File: config.mk
export PLATFORM = sky130hd
export DESIGN_NAME = pipe_hazard_ctrl
export DESIGN_NICKNAME = d
export VERILOG_FILES = /design/src/rtl/pipe_hazard_ctrl_pkg.sv /design/src/rtl/pipe_hazard_ctrl_lu_detect.sv /design/src/rtl/pipe_hazard_ctrl.sv
export SDC_FILE = /design/constraint.sdc
export NUM_CORES = 1
export LEC_CHECK = 0
export CORE_MARGIN = 5
export CORE_UTILIZATION = 53
export CTS_BUF_LIST = sky130_fd_sc_hd__clkbuf_8
export DETAILED_ROUTE_END_ITERATION = 10
export GPL_TIMING_DRIVEN = 1
export PLACE_DENSITY_LB_ADDON = 0.15
export SLEW_MARGIN = 20
export SYNTH_ARGS = -nofsm -noshare
export SYNTH_HDL_FRONTEND = slang
export SYNTH_SLANG_ARGS = --single-unit
File: constraint.sdc
create_clock -name clk -period 5.95 [get_ports clk]
set_input_delay 1.19 -clock clk [delete_from_list [all_inputs] [get_ports clk]]
set_output_delay 1.19 -clock clk [all_outputs]
set_load 0.1 [all_outputs]
File: src/rtl/pipe_hazard_ctrl_pkg.sv
// Shared types for the pipeline hazard sequencer: latch control codes, FSM states and
// the per-cycle event selected by the priority resolver.
// Latency: n/a (types only). Backpressure: n/a.
package pipe_hazard_ctrl_pkg;

  // Pipeline latch control encoding. 2'b11 is treated as HOLD by the latches.
  localparam logic [1:0] CTR_LOAD  = 2'b00;
  localparam logic [1:0] CTR_HOLD  = 2'b01;
  localparam logic [1:0] CTR_FLUSH = 2'b10;

  typedef enum logic [1:0] {
    S_RUN     = 2'd0,
    S_DC_WAIT = 2'd1,
    S_EX_BUSY = 2'd2,
    S_IC_WAIT = 2'd3
  } state_t;

  // The single winning event of a cycle; both next-state and output decode key off it.
  typedef enum logic [3:0] {
    EV_RUN,
    EV_DC_STALL,
    EV_DC_REL,
    EV_EX_START,
    EV_EX_STALL,
    EV_EX_REL,
    EV_BRANCH,
    EV_LOAD_USE,
    EV_IC_STALL,
    EV_IC_REL
  } evt_t;

  typedef struct packed {
    logic [1:0] ifid;
    logic [1:0] idex;
    logic [1:0] exmm;
    logic [1:0] mmwb;
    logic       pc_en;
    logic       pc_sel_br;
  } ctrl_t;

  function automatic ctrl_t mk_ctrl(input logic [1:0] ifid, input logic [1:0] idex,
                                    input logic [1:0] exmm, input logic [1:0] mmwb,
                                    input logic pc_en, input logic pc_sel_br);
    ctrl_t c;
    c.ifid      = ifid;
    c.idex      = idex;
    c.exmm      = exmm;
    c.mmwb      = mmwb;
    c.pc_en     = pc_en;
    c.pc_sel_br = pc_sel_br;
    return c;
  endfunction

endpackage

File: src/rtl/pipe_hazard_ctrl_lu_detect.sv
// Load-use hazard detect: flags an ID instruction that reads the register a load in EX writes.
// Latency: purely combinational. Backpressure: none, result is consumed the same cycle.
// Ports: id_rx/id_ry (+_v) ID sources, ex_rd/ex_wr_v/ex_mem_rd EX destination, lu_hazard out.
module lu_detect #(
  parameter int REG_W = 4
) (
  input  logic [REG_W-1:0] id_rx,
  input  logic             id_rx_v,
  input  logic [REG_W-1:0] id_ry,
  input  logic             id_ry_v,
  input  logic [REG_W-1:0] ex_rd,
  input  logic             ex_wr_v,
  input  logic             ex_mem_rd,
  output logic             lu_hazard
);

  // Register index 0 is not special in this ISA, so it participates in the compare.
  assign lu_hazard = ex_mem_rd && ex_wr_v &&
                     ((id_rx_v && (id_rx == ex_rd)) || (id_ry_v && (id_ry == ex_rd)));

endmodule

File: src/rtl/pipe_hazard_ctrl.sv
// Pipeline sequencer: drives IF/ID, ID/EX, EX/MEM, MEM/WB latch controls, PC enable and redirect.
// Latency: outputs combinational from state/cnt/inputs; state, cnt, stall counter registered.
// Backpressure: stalls via HOLD/pc_en=0 for D-miss > EX busy > branch > load-use > I-miss.
// Ports: clk, rst (sync, active-high); decode/EX/cache status in; ctrl_* (2b), pc_en,
//        pc_sel_br, state (debug) and stall_cycles (saturating count of pc_en==0 cycles) out.
module pipe_hazard_ctrl
  import pipe_hazard_ctrl_pkg::*;
#(
  parameter int REG_W = 4,
  parameter int LAT_W = 4,
  parameter int CNT_W = 32
) (
  input  logic             clk,
  input  logic             rst,
  input  logic [REG_W-1:0] id_rx,
  input  logic [REG_W-1:0] id_ry,
  input  logic             id_rx_v,
  input  logic             id_ry_v,
  input  logic [REG_W-1:0] ex_rd,
  input  logic             ex_wr_v,
  input  logic             ex_mem_rd,
  input  logic             ex_multi,
  input  logic [LAT_W-1:0] ex_lat,
  input  logic             ex_br_taken,
  input  logic             ic_miss,
  input  logic             ic_ready,
  input  logic             dc_miss,
  input  logic             dc_ready,
  output logic [1:0]       ctrl_ifid,
  output logic [1:0]       ctrl_idex,
  output logic [1:0]       ctrl_exmm,
  output logic [1:0]       ctrl_mmwb,
  output logic             pc_en,
  output logic             pc_sel_br,
  output logic [1:0]       state,
  output logic [CNT_W-1:0] stall_cycles
);

  state_t           state_q, state_nxt;
  state_t           ret_q, ret_nxt;     // where DC_WAIT returns to once the refill lands
  logic [LAT_W-1:0] cnt_q, cnt_nxt;     // remaining EX_BUSY stall cycles before release
  evt_t             evt;
  logic             lu_hazard;
  ctrl_t            ctl;

  lu_detect #(.REG_W(REG_W)) u_lu_detect (
    .id_rx     (id_rx),
    .id_rx_v   (id_rx_v),
    .id_ry     (id_ry),
    .id_ry_v   (id_ry_v),
    .ex_rd     (ex_rd),
    .ex_wr_v   (ex_wr_v),
    .ex_mem_rd (ex_mem_rd),
    .lu_hazard (lu_hazard)
  );

  // State register, busy counter, return state and stall counter.
  always_ff @(posedge clk) begin
    if (rst) begin
      state_q      <= S_RUN;
      ret_q        <= S_RUN;
      cnt_q        <= '0;
      stall_cycles <= '0;
    end else begin
      state_q <= state_nxt;
      ret_q   <= ret_nxt;
      cnt_q   <= cnt_nxt;
      if (!ctl.pc_en && (stall_cycles != {CNT_W{1'b1}}))
        stall_cycles <= stall_cycles + CNT_W'(1);
    end
  end

  // Priority resolver. A pending D-cache wait owns the pipe until dc_ready; an EX_BUSY
  // sequence then blocks everything younger; the rest only act in RUN/IC_WAIT.
  always_comb begin
    evt = EV_RUN;
    if (state_q == S_DC_WAIT)
      evt = dc_ready ? EV_DC_REL : EV_DC_STALL;
    else if (dc_miss)
      evt = EV_DC_STALL;
    else if (state_q == S_EX_BUSY)
      evt = (cnt_q != '0) ? EV_EX_STALL : EV_EX_REL;
    else if ((state_q == S_RUN) && ex_multi && (ex_lat >= LAT_W'(2)))
      evt = EV_EX_START;
    else if (ex_br_taken)
      evt = EV_BRANCH;
    else if (lu_hazard)
      evt = EV_LOAD_USE;
    else if (state_q == S_IC_WAIT)
      evt = ic_ready ? EV_IC_REL : EV_IC_STALL;
    else if (ic_miss)
      evt = EV_IC_STALL;
  end

  // Next-state logic.
  always_comb begin
    state_nxt = state_q;
    ret_nxt   = ret_q;
    cnt_nxt   = cnt_q;
    case (evt)
      EV_DC_STALL: begin
        state_nxt = S_DC_WAIT;
        // Only an EX_BUSY sequence is resumed; an abandoned I-miss is re-raised by the cache.
        if (state_q != S_DC_WAIT)
          ret_nxt = (state_q == S_EX_BUSY) ? S_EX_BUSY : S_RUN;
      end
      EV_DC_REL:   state_nxt = ret_q;
      EV_EX_START: begin
        // First EX cycle is this one and the release cycle is the last, hence lat-2.
        state_nxt = S_EX_BUSY;
        cnt_nxt   = ex_lat - LAT_W'(2);
      end
      EV_EX_STALL: cnt_nxt = cnt_q - LAT_W'(1);
      EV_EX_REL,
      EV_BRANCH,
      EV_IC_REL:   state_nxt = S_RUN;
      EV_IC_STALL: state_nxt = S_IC_WAIT;
      default:     ;
    endcase
  end

  // Output decode.
  always_comb begin
    ctl = mk_ctrl(CTR_LOAD, CTR_LOAD, CTR_LOAD, CTR_LOAD, 1'b1, 1'b0);
    if (rst) begin
      ctl = mk_ctrl(CTR_FLUSH, CTR_FLUSH, CTR_FLUSH, CTR_FLUSH, 1'b0, 1'b0);
    end else begin
      case (evt)
        EV_DC_STALL: ctl = mk_ctrl(CTR_HOLD,  CTR_HOLD,  CTR_HOLD,  CTR_FLUSH, 1'b0, 1'b0);
        EV_EX_START,
        EV_EX_STALL: ctl = mk_ctrl(CTR_HOLD,  CTR_HOLD,  CTR_FLUSH, CTR_LOAD,  1'b0, 1'b0);
        EV_BRANCH:   ctl = mk_ctrl(CTR_FLUSH, CTR_FLUSH, CTR_LOAD,  CTR_LOAD,  1'b1, 1'b1);
        EV_LOAD_USE: ctl = mk_ctrl(CTR_HOLD,  CTR_FLUSH, CTR_LOAD,  CTR_LOAD,  1'b0, 1'b0);
        EV_IC_STALL: ctl = mk_ctrl(CTR_FLUSH, CTR_LOAD,  CTR_LOAD,  CTR_LOAD,  1'b0, 1'b0);
        default:     ;
      endcase
    end
  end

  assign ctrl_ifid = ctl.ifid;
  assign ctrl_idex = ctl.idex;
  assign ctrl_exmm = ctl.exmm;
  assign ctrl_mmwb = ctl.mmwb;
  assign pc_en     = ctl.pc_en;
  assign pc_sel_br = ctl.pc_sel_br;
  assign state     = state_q;

endmodule

==> results of run 1 <==
==> layout make-up <==
type,instances,area (sq um),share of cell area
tap,54,67.6,0.0205
inverter,17,63.8,0.0194
clock inverter,3,16.3,0.00494
sequential,39,781,0.237
multi-input combinational,255,1610,0.490
clock buffer,5,68.8,0.0209
timing repair buffer,71,681,0.207
==> through the flow <==
step / total power, uW / utilization
2_1_floorplan: 474 / -
3_3_place_gp: 531 / 0.683
3_5_place_dp: 533 / 0.683
4_1_cts: 707 / 0.701
5_1_grt: 737 / 0.701
6_report: 701 / 0.701
==> power by group <==
group          switching [uW]  total, uW  internal (uW)  leakage (uW)
Sequential               11.8        281            269      0.000315
Combinational             174        247           72.4      0.000872
Clock                    92.8        173           80.2     0.0000453
==> registers in the layout, summed over array words and instances, names as in the netlist <==
| name | cells |
|---|---|
| stall_cycles | 32 |
| cnt_q | 4 |
| state | 2 |
| ret_q | 1 |
==> kinds of logic (layout without fill, tap and decap cells) <==
kind of cell / after synthesis / in the layout / share of synthesized area
AND/OR/NAND/NOR: 155 / 155 / 0.322
AO/OA/AOI/OAI: 70 / 70 / 0.197
flip-flops: 39 / 39 / 0.308
buffers and inverters: 32 / 96 / 0.0563
XOR/XNOR: 15 / 15 / 0.0518
multiplexers: 11 / 11 / 0.0479
adder cells (fa/ha/maj): 3 / 3 / 0.0148
other: 1 / 1 / 0.00148
==> cells in the final DEF (no fill, tap or decap), types with 2 or more instances in the layout <==
| cell type | n |
|---|---|
| mux2i_1 | 2 |
| a31o_2 | 6 |
| or3_1 | 2 |
| inv_1 | 17 |
| ha_1 | 3 |
| mux2_2 | 8 |
| clkbuf_8 | 5 |
| xor2_1 | 5 |
| xnor2_1 | 10 |
| dfxtp_1 | 39 |
| and3_1 | 13 |
| or4_1 | 4 |
| a211oi_2 | 2 |
| nor3_1 | 10 |
| and4_1 | 3 |
| a21oi_1 | 29 |
| buf_4 | 10 |
| nor2_1 | 41 |
| a311oi_2 | 2 |
| nand3_1 | 17 |
| o21ai_0 | 5 |
| nand4_1 | 14 |
| or2_2 | 3 |
| clkdlybuf4s50_1 | 60 |
| a21o_1 | 7 |
| nor2b_1 | 11 |
| and2_1 | 2 |
| a31oi_1 | 5 |
| nand2b_1 | 4 |
| nand2_1 | 22 |
==> critical path, cell delays in order <==
cell             delay (ns)
clkdlybuf4s50_1        0.43
or3_1                  0.43
a311o_1                0.33
a21oi_1                0.30
a311oi_2               0.12
or2_2                  0.36
nand2b_1               0.18
nor2_1                 0.12
buf_4                  0.30
==> worst paths after layout <==
kind,from,end,slack (ns),cells after the start
hold / removal,ret_q[1],ret_q[1],0.47,2
hold reg to reg,ret_q[1],ret_q[1],0.47,2
setup reg to reg,state[1],stall_cycles[17],3.03,8
setup / recovery,ex_lat[3],pc_sel_br,0.99,9
==> layer usage <==
layer / wire length (um) / up-vias
met4: 67 / 0
met5: 0 / -
met1: 2820 / 1219
met2: 3030 / 68
li1: - / 1295
met3: 344 / 8
==> results.txt, run 1 <==
The floorplan step defined a core boundary enclosing between 4000 and 5000 sq um. The detailed router placed 2590 vias in this run. The top-area cell type share of the netlist area came out at 0.308. The via count of the first global-routing pass came out at 2376. The setup violation total in the final timing report is 0.

The global-route track usage on met2 is 0.352. The count of pins on the block boundary is 72. The pre-CTS worst setup slack is around 1.0 ns. A synthesized cell averages 7.78 sq um. The flop and latch count out of synthesis is 39.

The floorplan has 25 rows. The number of unique standard cell types used by synthesis came out at 58. Setup repair after global routing left no endpoint under its margin. Derived from the worst setup path, the maximum achievable clock frequency is 202 MHz. The leakage component of the power is about 0.0012 uW. In this run the power density over the cells is 213 nW/um^2. The number of endpoints with negative hold slack in the final report came out at 0. The synthesized netlist cell count is 326.

In the routed design, unresolved DRC markers number 0. The post-route fraction of the period consumed by the critical path came out at 0.833. The type of the worst setup path is input port to primary output.

The synthesis warning total is 0. The leading cell type by number of instances after synthesis is nor2_1. The detailed-route wire length came out at 6260 um. The initial standard-cell utilization of the core is 0.540.

The fill cell instance count of the final layout came out at 407. The arrival time of the worst setup path is 3.77 ns. The final RePlAce weighted congestion came out at 0.909. The final instance area came out at 3290 sq um. The number of clock buffers inserted by TritonCTS came out at 5. The number of placed cells counting well taps came out at 436. The first-pass iteration count of the detailed router is 4. TritonCTS built the clock tree. For this run, the total global-route usage over all layers was measured as 0.205. After synthesis, the cell types taking the most area are dfxtp_1 (31%), nor2_1 (6.1%), a21oi_1 (5.7%). The placed wire-length estimate came out at 4720 um. The endpoint required time on the critical path is 4.76 ns.

The number of buffers inserted for hold repair after clock tree synthesis is 0. In the final layout, the share of cells above drive strength 1 is 0.126. The area after detailed placement came out at 3200 sq um.

By count the netlist is led by nor2_1 (41), dfxtp_1 (39), a21oi_1 (29). The measured slew at the worst slew-check pin is 0.991 ns. The least setup slack across all paths after layout is 0.991 ns. The async set or reset register ratio after synthesis is 0. Among all flip-flop cells after synthesis, the most frequent one is dfxtp_1. In this run the cell area of the synthesized design comes to approximately 2500 sq um.

The maximum fanout encountered on the critical timing path is 4. The number of nets in the layout came out at 420. The root buffer cell is clkbuf_8. The clock insertion delay at the later pin of the skew report is about 0.29 ns. The sort of element at the start of the critical path is an input port. The H-tree depth came out at 2. In the global route stage, met3 resource usage came out at 0.0420. The finished layout holds 444 standard cells, fillers aside. The maximum number of pins on one net before global-route repair is 55. The maximum buffer depth of the clock tree is 2. Across the run, the number of max-cap violations was 0. The global-route wire length before repair is approximately 11000 um. The remaining global-route overflow is 0.

The count of clock tree sinks came out at 39. The met1 global-route usage is 0.257. The run finished with clean final reports. The starting DRC count in detailed routing is around 110.

The number of input and output port buffers inserted came out at 70. After clock tree synthesis, the clock-pin slew on the worst setup and hold paths is 0.07 ns. The total inserted antenna cells is 0. The area growth from synthesis to final layout is 29.8%. STA classifies the critical path endpoint as a primary output.

The worst hold-check slack came out at 0.467 ns. The number of antenna violations at the first check in global routing is 0. The class of the tightest hold or removal check is flop to flop. The die width is 79.2 um. The cell type with the largest total area after synthesis is dfxtp_1.

For the finished layout, the period the worst path requires is 4.96 ns. The y dimension of the die came out at between 70 and 80 um. The worst supply voltage drop on vdd is 175 uV.

After detailed routing, the average wire length per cell comes to 14.1 um. In this run the tightest slew margin relative to its limit is 0.338. The share of the yosys chip area belonging to registers is 0.308. The number of pins with negative max-slew slack in the final report is 0. The synthesized net count came out at around 360. Across the routed clock network, the largest skew measured is ~0.0057 ns. The post-route setup TNS is 0 ns. The detail route stage leaves a number of antenna-violating nets equal to 0. The die covers 6270 sq um.

In this run, synthesis inferred 0 flip-flops with an integrated enable. The setup fix buffers added after clock tree synthesis is 0. Post-CTS repair changed the size of 0 cells. The layer with the highest usage is met2.

The routed via count divided by cell count came out at just under 6.
No activity file was read; power rests on OpenSTA's default activity.
==> run 2, diff against run 1 <==
CORE_UTILIZATION = 45   (was 53)
clock period = 4.4 ns   (was 5.95 ns; I/O delays follow)
==> results.txt, run 2 (synthesized netlist as in run 1, its figures left out) <==
The setup violation total in the final timing report is 0 (unchanged). The initial standard-cell utilization of the core came to 0.460 (was 0.540). The worst supply voltage drop on vdd came out at 201 uV (was 175 uV). The maximum fanout encountered on the critical timing path came out at 4 (unchanged). The fraction of final layout cells with drive strength greater than 1 is 0.140 (was 0.126). The clock tree skew after final layout is 0.0100 ns (was 0.00569 ns). The post-route fraction of the period consumed by the critical path came out at 0.949. The root buffer cell is clkbuf_8 (unchanged). The max capacitance violation total is 0 (unchanged). The number of flip-flops in the largest register is 32 (unchanged). Unrepaired setup endpoints after global routing: no (unchanged).

The count of clock tree sinks is 39 (unchanged). The routed via count divided by cell count is 5.62 (was 5.83). The area growth from synthesis to final layout came out at 34.4% (was 29.8%). The number of buffers inserted for hold repair after clock tree synthesis came out at 0 (unchanged).

The number of pins with negative max-slew slack in the final report came out at 0 (unchanged). The cell area power density is 284 nW/um^2 (was 213 nW/um^2). The global-route wire length before repair came to 11200 um (was 10600 um).

Commonest non-fill, non-tap cells in the layout: clkdlybuf4s50_1 (60), nor2_1 (40), dfxtp_1 (39) (was clkdlybuf4s50_1 (60), nor2_1 (41), dfxtp_1 (39)). The capturing element type of the critical path is a primary output (unchanged). The total global routing track utilization came out at 0.182 (was 0.205). The via count of the first global-routing pass is 2487 (was 2376).

The slowest cell on the critical path is clkdlybuf4s50_1 (unchanged). The first-pass iteration count of the detailed router came out at 4 (unchanged). Cell Chain, Critical Path: clkdlybuf4s50_1 -> or3_1 -> a311o_1 -> a21oi_2 -> a311oi_2 -> or2_2 -> nand2b_1 -> nor2_2 -> buf_12 (was clkdlybuf4s50_1 -> or3_1 -> a311o_1 -> a21oi_1 -> a311oi_2 -> or2_2 -> nand2b_1 -> nor2_1 -> buf_4). The H-tree depth came to 2 (unchanged).

The class of the tightest hold or removal check is flop to flop (unchanged). The number of nets in the layout came out at 422 (was 420). The sort of element at the start of the critical path is an input port (unchanged). The average detailed-routed wire length per instance came out at 13.6 um (was 14.1 um). The starting DRC count in detailed routing came out at 113 (was 107). The placement row count came to 27 (was 25). The endpoint required time on the critical path came to 3.52 ns (was 4.76 ns). The arrival time of the worst setup path came to 3.29 ns (was 3.77 ns).

The maximum number of pins on one net before global-route repair came out at 55 (unchanged). The clock insertion delay at the later pin of the skew report is 0.29 ns (about the same). The count of unresolved DRC violations after routing is 0 (unchanged). The placed wire-length estimate came out at 4920 um (was 4720 um). The area of the die is 7230 sq um (was 6270 sq um). The number of endpoints with negative hold slack in the final report was 0 (unchanged). The post-route setup TNS came out at 0 ns (unchanged). The measured slew at the worst slew-check pin is 1.02 ns (was 0.991 ns). The y dimension of the die is 85.1 um (was 79.2 um). The most frequent standard cell in the layout excluding fill and tap cells is clkdlybuf4s50_1 (unchanged). The leakage component of the power came out at 0.00126 uW (was 0.00123 uW). The worst hold-check slack is 0.471 ns (was 0.467 ns).

The maximum clock frequency is about 240 MHz. The number of antenna violations at the first check in global routing is 0 (unchanged). The remaining global-route overflow was 0 (unchanged).

The number of clock buffers inserted by TritonCTS is 5 (unchanged). The number of input and output port buffers inserted is 70 (unchanged). The count of pins on the block boundary is 72 (unchanged). The total number of vias was 2609 (was 2590). The most flop-heavy register is stall_cycles (unchanged). The maximum buffer depth of the clock tree is 2 (unchanged).

The clock slew seen by the registers of the worst setup and hold paths is 0.07 ns (about the same). Status: finished clean (unchanged). The standard cell core area came out at 5510 sq um (was 4690 sq um). The delay contributed by the slowest stage of the critical path was 0.43 ns (about the same). The minimum clock period came out at 4.17 ns. The final RePlAce weighted congestion came to 0.886 (was 0.909).

The die width is 85.1 um (was 79.2 um). The total inserted antenna cells came out at 0 (unchanged). The clock tree from TritonCTS is done (unchanged). The type of the worst setup path is input port to primary output (unchanged). The remaining antenna violation count came out at 0 (unchanged). The normalized max-slew margin came to 0.316 (was 0.338). The detailed-route wire length came out at 6300 um (was 6260 um).
==> run 2: changes by cell type in the layout (fill, tap and decap cells not counted) <==
cell / previous run / this run
nor2_1: 41 / 40
buf_12: 0 / 5
a21oi_2: 0 / 1
buf_4: 10 / 7
a21oi_1: 29 / 28
inv_1: 17 / 16
clkinvlp_4: 1 / 2
a31oi_2: 0 / 1
nor2_2: 0 / 1
a31oi_1: 5 / 4
==> run 2: report_power, final <==
| group | total, uW | switching (uW) | internal, uW |
|---|---|---|---|
| clock network | 236 | 126 | 110 |
| logic | 350 | 237 | 114 |
| registers | 380 | 16.4 | 364 |
==> run 2: repair_timing <==
action                                  4_1_cts  5_1_grt
endpoints found under the setup margin        0        1
resized for setup                             0        1
endpoints found under the hold margin         0        0
setup buffers                                 0        0
==> run 2: path summary, 6_finish.rpt <==
check                  from              end  slack [ns]  cells after the start
setup / recovery  ex_lat[3]        pc_sel_br        0.23                      9
hold / removal     ret_q[1]         ret_q[1]        0.47                      2
setup reg to reg   state[1]  stall_cycles[1]        1.57                      9
hold reg to reg    ret_q[1]         ret_q[1]        0.47                      2
==> run 2: area by class of cell <==
| class | instances | area, sq um |
|---|---|---|
| well taps | 72 | 90.1 |
| multi-input cells | 255 | 1620 |
| inverters | 17 | 63.8 |
| fillers | 504 | 2100 |
| clock inverters | 3 | 20.0 |
| flip-flops and latches | 39 | 781 |
| repair buffers | 73 | 758 |
| clock buffers | 5 | 68.8 |
==> run 2: layer usage <==
metal,up-vias,part of all wire,global-route usage
met5,-,0,0
met4,0,0.018,0.0460
met3,13,0.073,0.0379
met2,76,0.47,0.302
met1,1212,0.44,0.239
li1,1308,-,-
==> run 2: critical path: cells and delay by family <==
kind	cells	cell delay [ns]
simple gates	4	1.12
compound gates	3	0.66
buf+inv	2	0.62
==> run 2: stage by stage <==
step                setup WS [ns]  area, sq um  std cells  power (uW)  utilization
floorplan                  0.0544         2540        326         642            -
global placement            0.168         3310        456         736        0.602
detailed placement          0.147         3310        456         738        0.602
CTS                         0.140         3400        464         977        0.618
global route               0.0733         3410        464        1020        0.618
finish                      0.226         3410        464         967        0.618
==> run 3, diff against run 2 <==
CORE_UTILIZATION = 50   (was 45)
clock period = 4.3 ns   (was 4.4 ns; I/O delays follow)
==> results.txt, run 3 (synthesized netlist as in run 1, its figures left out) <==
The count of pins on the block boundary came to 72 (unchanged). The least setup slack across all paths after layout is 0.121 ns (was 0.226 ns). The sort of element at the start of the critical path is an input port (unchanged).

The global-route wire length before repair is 10500 um (was 11200 um). The worst supply voltage drop on vdd came to 257 uV (was 201 uV). The y dimension of the die is 81.2 um (was 85.1 um). The routed via count divided by cell count came out at 5.66 (was 5.62). The number of antenna violations at the first check in global routing is 0 (unchanged).

Status: finished clean (unchanged). The die width came out at 81.2 um (was 85.1 um). The number of nets in the layout came out at 424 (was 422).

The pre-CTS worst setup slack is 0.0675 ns (was 0.147 ns). The count of unresolved DRC violations after routing came out at 0 (unchanged). For the finished layout, the period the worst path requires is 4.18 ns.

The class of the tightest hold or removal check is flop to flop (unchanged). The detailed-route wire length is 6430 um (was 6300 um). The clock insertion delay at the later pin of the skew report is 0.29 ns (about the same). The fill cell instance count of the final layout came out at 448 (was 504). The number of clock buffers inserted by TritonCTS came to 5 (unchanged). The capturing element type of the critical path is a primary output (unchanged).

The average detailed-routed wire length per instance came out at 13.9 um (was 13.6 um). The arrival time of the worst setup path is 3.32 ns (was 3.29 ns). The initial standard-cell utilization of the core came out at 0.506 (was 0.460). The area growth from synthesis to final layout is 35.4% (was 34.4%).

Unrepaired setup endpoints after global routing: no (unchanged). The first-pass iteration count of the detailed router was 4 (unchanged). The type of the worst setup path is input port to primary output (unchanged). Dividing the final minimum period by the clock period gives 0.972. The setup fix buffers added after clock tree synthesis is 0 (unchanged). The H-tree depth came to 2 (unchanged). The number of flip-flops in the largest register is 32 (unchanged). The maximum fanout encountered on the critical timing path was 4 (unchanged). The total global routing track utilization is 0.200 (was 0.182). The worst hold-check slack is 0.483 ns (was 0.471 ns).

The standard cell core area came out at 5010 sq um (was 5510 sq um). Commonest non-fill, non-tap cells in the layout: clkdlybuf4s50_1 (60), nor2_1 (40), dfxtp_1 (39) (unchanged). The final RePlAce weighted congestion is 0.915 (was 0.886).

The clock tree skew after final layout came out at 0.00841 ns (was 0.0100 ns). The number of endpoints with negative hold slack in the final report is 0 (unchanged). The final instance area is 3430 sq um (was 3410 sq um). The placed wire-length estimate was 4960 um (was 4920 um).

The fraction of final layout cells with drive strength greater than 1 was 0.145 (was 0.140). The normalized max-slew margin is 0.328 (was 0.316). The total number of vias came out at 2619 (was 2609). The remaining global-route overflow is 0 (unchanged). The setup violation total in the final timing report is 0 (unchanged). The placement row count came out at 26 (was 27). The measured slew at the worst slew-check pin came to 1.01 ns (was 1.02 ns). The maximum clock frequency came out at 239 MHz.

The clock tree from TritonCTS is done (unchanged). The endpoint required time on the critical path is 3.44 ns (was 3.52 ns). The max capacitance violation total is 0 (unchanged). The remaining antenna violation count is 0 (unchanged). The via count of the first global-routing pass is 2361 (was 2487).

The maximum number of pins on one net before global-route repair came out at 55 (unchanged). The maximum buffer depth of the clock tree was 2 (unchanged). The leakage component of the power came out at 0.00128 uW (was 0.00126 uW). The root buffer cell is clkbuf_8 (unchanged).

The count of clock tree sinks is 39 (unchanged). The most frequent standard cell in the layout excluding fill and tap cells is clkdlybuf4s50_1 (unchanged). The starting DRC count in detailed routing was 133 (was 113). The cell area power density is 294 nW/um^2 (was 284 nW/um^2). The post-route setup TNS came out at 0 ns (unchanged).

The most flop-heavy register was stall_cycles (unchanged). The total inserted antenna cells came out at 0 (unchanged). The number of input and output port buffers inserted came to 70 (unchanged). The number of pins with negative max-slew slack in the final report is 0 (unchanged).

The clock slew seen by the registers of the worst setup and hold paths came out at 0.08 ns (was 0.07 ns). The area after detailed placement is 3340 sq um (was 3310 sq um). The area of the die came out at 6590 sq um (was 7230 sq um).
## run 3: changes by cell type in the layout (fill, tap and decap cells not counted)
cell and delta:
a21oi_2 +1, clkinvlp_4 -2, clkbuf_8 +1, buf_12 +1, buf_4 +1, a21oi_1 -1
## run 3: repair_timing
item | CTS | global route
gates resized for setup | 0 | 1
endpoints found under the setup margin | 0 | 1
hold buffers | 0 | 0
## run 3: power breakdown
group / leakage, uW / switching [uW] / internal [uW]
sequential: 0.000315 / 16.9 / 372
combinational: 0.000916 / 247 / 125
clock: 0.0000470 / 122 / 126
## run 3: cell type report
type | instances | area [sq um] | share of cell area
Multi-Input combinational cell | 255 | 1630 | 0.474
Timing Repair Buffer | 75 | 786 | 0.229
Sequential cell | 39 | 781 | 0.227
Tap cell | 70 | 87.6 | 0.0255
Clock buffer | 6 | 82.6 | 0.0241
Inverter | 17 | 63.8 | 0.0186
Clock inverter | 1 | 5.00 | 0.00146
## run 3: stage by stage
stage	utilization	std cells	power (uW)
2_1_floorplan	-	326	658
3_3_place_gp	0.667	456	762
3_5_place_dp	0.667	456	767
4_1_cts	0.685	463	1010
5_1_grt	0.685	463	1060
6_report	0.685	463	1010
## run 3: critical path: stages
cell	delay (ns)
clkdlybuf4s50_1	0.43
or3_1	0.42
a311o_1	0.35
a21oi_2	0.23
a311oi_2	0.10
or2_2	0.36
nand2b_1	0.19
nor2_2	0.17
buf_12	0.19
## run 3: final timing paths
path	startpoint	end	slack, ns	cells past startpoint
worst max-delay path	ex_lat[3]	pc_sel_br	0.12	9
worst min-delay path	ret_q[1]	ret_q[1]	0.48	2
worst max register to register	state[0]	stall_cycles[8]	1.50	9
worst min register to register	ret_q[1]	ret_q[1]	0.48	2
## run 3: routing by layer
layer  up-vias  share of wire  track usage
li1       1306              -            -
met1      1207           0.44        0.244
met2        96           0.47        0.346
met3        10          0.072       0.0477
met4         0          0.014       0.0659
met5         -              0            0
==> RTL change 1, RTL diff (settings of run 3) <==
Reset style: asynchronous (`rst`), changed in one clocked block.
--- a/src/rtl/pipe_hazard_ctrl.sv
+++ b/src/rtl/pipe_hazard_ctrl.sv
@@ -55,7 +55,7 @@
   );
 
   // State register, busy counter, return state and stall counter.
-  always_ff @(posedge clk) begin
+  always_ff @(posedge clk or posedge rst) begin
     if (rst) begin
       state_q      <= S_RUN;
       ret_q        <= S_RUN;
Check against the original RTL: differs if rst is asserted again (counterexample within 4 cycles, from zero or initial values and one cycle with rst high); with rst held inactive, the same outputs for 10 cycles.
==> RTL change 1 against run 3 <==
  * Worst setup slack improved by 0.14 ns
  * Critical endpoint is now pc_en
  * Synthesized area down 2.8%
  * Final area grew 0.33%
  * Non-clock buffer count rose by 1
  * Highest routed layer unchanged
  * Sequential cell count unchanged
  * Wire length down 10%
  * Die area fell by 2.5%
Power is not compared: it rests on default switching activity, and its combinational part moved more than twofold at a synthesized area within 25%.
==> RTL change 1: results (changes against run 3) <==
** Global routing
- The via count of the first global-routing pass was 2048 (was 2361).
- GRT Resource Usage Total :: 19.42% (was 20.02%)
- The maximum number of pins on one net before global-route repair was 36 (was 55).
- The wire length of the first global-routing pass came to 9867 µm (was 10470 µm).
- Grt ovf :: 0 (unchanged)

** CTS
- Post-CTS Resized :: 0 (unchanged)
- The largest buffer count on any clock path came to 2 (unchanged).
- CTS HTree Levels :: 2 (unchanged)
- The number of buffers created by CTS was 5 (unchanged).
- Clk Tree Root Cell :: sky130_fd_sc_hd__clkbuf_8 (unchanged)

** Timing
- Post-route clock skew :: 0.01045 ns (was 0.008410 ns)
- The transition time at the pin with the least slew margin came to 1.000 ns (was 1.005 ns).

** Critical path
- The worst-path maximum fanout was 5 (was 4).
- Cell family with most CP delay :: simple AND/OR/NAND/NOR gates (unchanged)
- Slowest stage cell on the critical path :: sky130_fd_sc_hd__clkdlybuf4s50_1 (unchanged)
- Critical Path AT :: 3.18 ns (was 3.32 ns)

** Detailed routing
- The DRC violation total after the first TritonRoute iteration was 88 (was 133).
- Post-DR vias/cell :: 5.439 (was 5.657)
- Wire length per cell after detailed routing :: 14.63 µm (was 13.89 µm)

** Place
- The sum of net half-perimeters after detailed placement is 4379 µm (was 4962 µm).
- Gp weighted congestion :: 0.8879 (was 0.9148)
- The pre-CTS worst setup slack is 0.2829 ns (was 0.06751 ns).

** Logic synthesis
- List of most frequent post-synthesis cells: sky130_fd_sc_hd__dfrtp_1 (39), sky130_fd_sc_hd__xor2_1 (27), sky130_fd_sc_hd__nand2_1 (20) (was sky130_fd_sc_hd__nor2_1 (41), sky130_fd_sc_hd__dfxtp_1 (39), sky130_fd_sc_hd__a21oi_1 (29)).
- The proportion of synthesized chip area in sequential cells is 39.61% (was 30.80%).
- The synthesized instance count is 255 (was 326).
- The proportion of synthesized flip-flops having asynchronous set or reset is 100.0% (was 0%).
- Synth Net Count :: 286 (was 357)
- Number of distinct library cell variants in the gate-level netlist after synthesis :: 47 (was 58)
- Cell types occupying the most area after synthesis :: sky130_fd_sc_hd__dfrtp_1 (40%), sky130_fd_sc_hd__xor2_1 (9.6%), sky130_fd_sc_hd__nor4_2 (8.1%), sky130_fd_sc_hd__xnor2_1 (4.6%), sky130_fd_sc_hd__nand2_1 (3.0%) (was sky130_fd_sc_hd__dfxtp_1 (31%), sky130_fd_sc_hd__nor2_1 (6.1%), sky130_fd_sc_hd__a21oi_1 (5.7%), sky130_fd_sc_hd__mux2_2 (3.6%), sky130_fd_sc_hd__nand4_1 (3.5%))

** Final layout
- The non-filler instance count after layout is 394 (was 463).
- The number of flip-flops in the largest register was 32 (unchanged).
- The number of nets in the final layout was 357 (was 424).
- Share of cells above drive strength 1 :: 15.29% (was 14.50%)
- Filler Cells Inserted :: 359 (was 448)

** Min path
- The classification of the worst-slack hold path is reg -> reg (unchanged).
- WHS Path Cells :: 1 (was 2)

** Run status
- Status: finished, final reports clean (unchanged).

** Pwr
- Overall power consumption after layout is estimated at 1930 µW.
==> RTL change 1: cell count changes after synthesis, sizes merged, moves of 8 or more <==
cell,change
xor2,+22
and3,-11
mux2,-8
dfrtp,+39
nor2,-28
nor4,+19
nor2b,-9
dfxtp,-39
a21oi,-25
==> RTL change 1: layout make-up <==
class / count / area, µm² / share of cell area (%)
clock buffer: 5 / 68.82 / 1.998
clock inverter: 3 / 63.81 / 1.853
inverter: 17 / 63.81 / 1.853
multi-input combinational: 187 / 1365 / 39.63
sequential: 39 / 975.9 / 28.33
tap: 67 / 83.83 / 2.434
timing repair buffer: 76 / 823.3 / 23.90
==> RTL change 1: metrics by stage <==
step	instance area, µm²	utilization, %
finish	3445	72.45
floorplan	2474	-
global placement	3312	69.66
global route	3445	72.45
detailed placement	3312	69.66
CTS	3445	72.45
==> RTL change 1: cells by family after synthesis <==
group | Yosys count | synth area share, %
adders and majority gates | 3 | 1.524
muxes | 1 | 0.4571
other | 1 | 0.1522
DFF | 39 | 39.61
xor gates and xnor gates | 40 | 14.22
and+or+nand+nor | 114 | 30.22
AOI/OAI and AO/OA | 28 | 8.075
buffers and inverters | 29 | 5.739
==> RTL change 1: path summary, 6_finish.rpt <==
| kind | from | to | slack, ns |
|---|---|---|---|
| setup / recovery | ex_lat[3] | pc_en | 0.26 |
| hold / removal | stall_cycles[8]$_DFFE_PP0P_ | stall_cycles[8]$_DFFE_PP0P_ | 0.49 |
| setup reg to reg | stall_cycles[6]$_DFFE_PP0P_ | stall_cycles[17]$_DFFE_PP0P_ | 0.82 |
| hold reg to reg | stall_cycles[8]$_DFFE_PP0P_ | stall_cycles[8]$_DFFE_PP0P_ | 0.49 |
| max in group asynchronous | rst | stall_cycles[14]$_DFFE_PP0P_ | 2.58 |
| min in group asynchronous | rst | cnt_q[1]$_DFFE_PP0N_ | 0.99 |
==> RTL change 1: layer usage <==
| layer | vias to the layer above | GRT usage [%] | part of all wire [%] |
|---|---|---|---|
| li1 | 1043 | - | - |
| met1 | 1009 | 26.51 | 45 |
| met2 | 82 | 30.55 | 47 |
| met3 | 9 | 4.484 | 6.9 |
| met4 | 0 | 5.912 | 1.5 |
| met5 | - | 0 | 0 |
==> RTL change 1: power by group <==
part           switching (µW)  internal, µW
combinational             743           322
clock                     122           230
sequential               83.3           430
==> RTL change 2, RTL diff (config.mk and constraints of run 3) <==
Without the edit above. The parameter `CNT_W` goes from 32 to 48.
--- a/src/rtl/pipe_hazard_ctrl.sv
+++ b/src/rtl/pipe_hazard_ctrl.sv
@@ -8,7 +8,7 @@
 #(
   parameter int REG_W = 4,
   parameter int LAT_W = 4,
-  parameter int CNT_W = 32
+  parameter int CNT_W = 48
 ) (
   input  logic             clk,
   input  logic             rst,
Ports: changed (resized stall_cycles); port bits go from 72 to 88. The function was not compared with the original's and may differ.
==> RTL change 2 against run 3 <==
  * Sequential power rose by 44%
  * Die area rose by 26%
  * First-iteration DRC count rose by 23%
  * Total power rose by 49%
  * Global-route usage rose by 0.74 points
  * Sequential cell count rose by 16
  * Final area rose by 28%
  * Worst setup slack improved by 0.18 ns
  * Sequential share of layout area rose by 2.4 points
  * Synthesized area rose by 30%
  * Wire length rose by 40%
  * Clock power rose by 18%
  * Critical path type unchanged
==> RTL change 2: results (changes against run 3) <==
** Run status
- Status :: finished, final reports clean (unchanged)

** Place
- The number of port buffers was 86 (was 70).
- The number of placed cells counting well taps was 580 (was 456).
- The pre-CTS worst setup slack came to 0.3024 ns (was 0.06751 ns).
- Post-detailed-placement half-perimeter wirelength :: 6591 µm (was 4962 µm)
- The instance area at placement came to 4293 µm² (was 3342 µm²).

** Final layout
- The share of cells above drive strength 1 is 8.611% (was 14.50%).
- The number of flip-flops in the largest register came to 48 (was 32).
- The non-filler instance count after layout is 588 (was 463).
- The number of nets in the final layout was 541 (was 424).

** Logic synthesis
- Average instance area after synthesis :: 7.649 µm² (was 7.776 µm²)
- Number of distinct library cell variants in the gate-level netlist after synthesis :: 61 (was 58)
- Cell types occupying the most area after synthesis :: sky130_fd_sc_hd__dfxtp_1 (33%), sky130_fd_sc_hd__a21oi_1 (5.6%), sky130_fd_sc_hd__nand2_1 (4.8%), sky130_fd_sc_hd__nand3_1 (4.7%), sky130_fd_sc_hd__or3_1 (4.4%) (was sky130_fd_sc_hd__dfxtp_1 (31%), sky130_fd_sc_hd__nor2_1 (6.1%), sky130_fd_sc_hd__a21oi_1 (5.7%), sky130_fd_sc_hd__mux2_2 (3.6%), sky130_fd_sc_hd__nand4_1 (3.5%))
- The share of the synthesized netlist area taken by xor and xnor gates came to 5.301% (was 5.183%).
- The area share of fa/ha/maj cells after synthesis is 1.136% (was 1.481%).

** Pwr
- Maximum resistive drop on vdd :: 0.2877 mV (was 0.2569 mV)
- Static power due to leakage :: 0.001441 µW (was 0.001278 µW)
- The net switching component of the power was 658.3 µW (was 385.3 µW).

** Detailed routing
- The via total after detailed routing was 3548 (was 2619).
- The DRC violation total after the first TritonRoute iteration was 163 (was 133).

** Global routing
- The wire length of the first global-routing pass was 14830 µm (was 10470 µm).
- Via count of the first global-routing pass :: 3299 (was 2361)
- The global-route usage over all layers was 20.77% (was 20.02%).

** Critical path
- The maximum cell stage delay along the critical path is 0.52 ns (was 0.43 ns).
- The worst path arrival time was 3.14 ns (was 3.32 ns).

** Timing
- Post-route clock skew :: 0.009026 ns (was 0.008410 ns)
- Slew of the pin with the lowest slew margin :: 1.003 ns (was 1.005 ns)

** CTS
- The clock latency at the later pin of the worst-skew pair was 0.31 ns (was 0.29 ns).
## RTL change 2: changes by cell type after synthesis, moves of 13 or more
cell                      change
sky130_fd_sc_hd__nand3_1     +14
sky130_fd_sc_hd__nand2_1     +20
sky130_fd_sc_hd__or3_1       +21
sky130_fd_sc_hd__o21ai_0     +13
sky130_fd_sc_hd__dfxtp_1     +16
sky130_fd_sc_hd__o21ai_1     +13
## RTL change 2: kinds of logic (layout without fill, tap and decap cells)
logic type / after synthesis / count (layout)
AO/OA/AOI/OAI: 120 / 120
multiplexers: 2 / 2
flip-flops: 55 / 55
buffers and inverters: 32 / 111
adder cells (fa/ha/maj): 3 / 3
other: 1 / 1
AND/OR/NAND/NOR: 199 / 199
XOR/XNOR: 20 / 20
## RTL change 2: routing by layer
metal / vias to the layer above / global-route usage [%] / wire length, µm
met2: 96 / 35.34 / 4500
li1: 1750 / - / -
met5: - / 0 / 0
met4: 0 / 5.868 / 102
met1: 1690 / 26.49 / 3936
met3: 12 / 4.380 / 483
## RTL change 2: final timing paths
path / from / endpoint / slack [ns] / cells past startpoint
setup reg to reg: cnt_q[0]$_SDFFE_PP0N_ / stall_cycles[10]$_SDFFE_PP0P_ / 1.14 / 12
hold reg to reg: ret_q[1]$_SDFFE_PP0P_ / ret_q[1]$_SDFFE_PP0P_ / 0.50 / 2
hold / removal: ret_q[1]$_SDFFE_PP0P_ / ret_q[1]$_SDFFE_PP0P_ / 0.50 / 2
setup / recovery: ex_rd[1] / pc_en / 0.30 / 9
## RTL change 2: area by class of cell
cell class | instances | area [µm²]
Tap cell | 77 | 96.34
Inverter | 11 | 41.29
Clock inverter | 3 | 18.77
Fill cell | 545 | 2006
Timing Repair Buffer | 92 | 978.4
Multi-Input combinational cell | 345 | 2076
Sequential cell | 55 | 1101
Clock buffer | 5 | 68.82
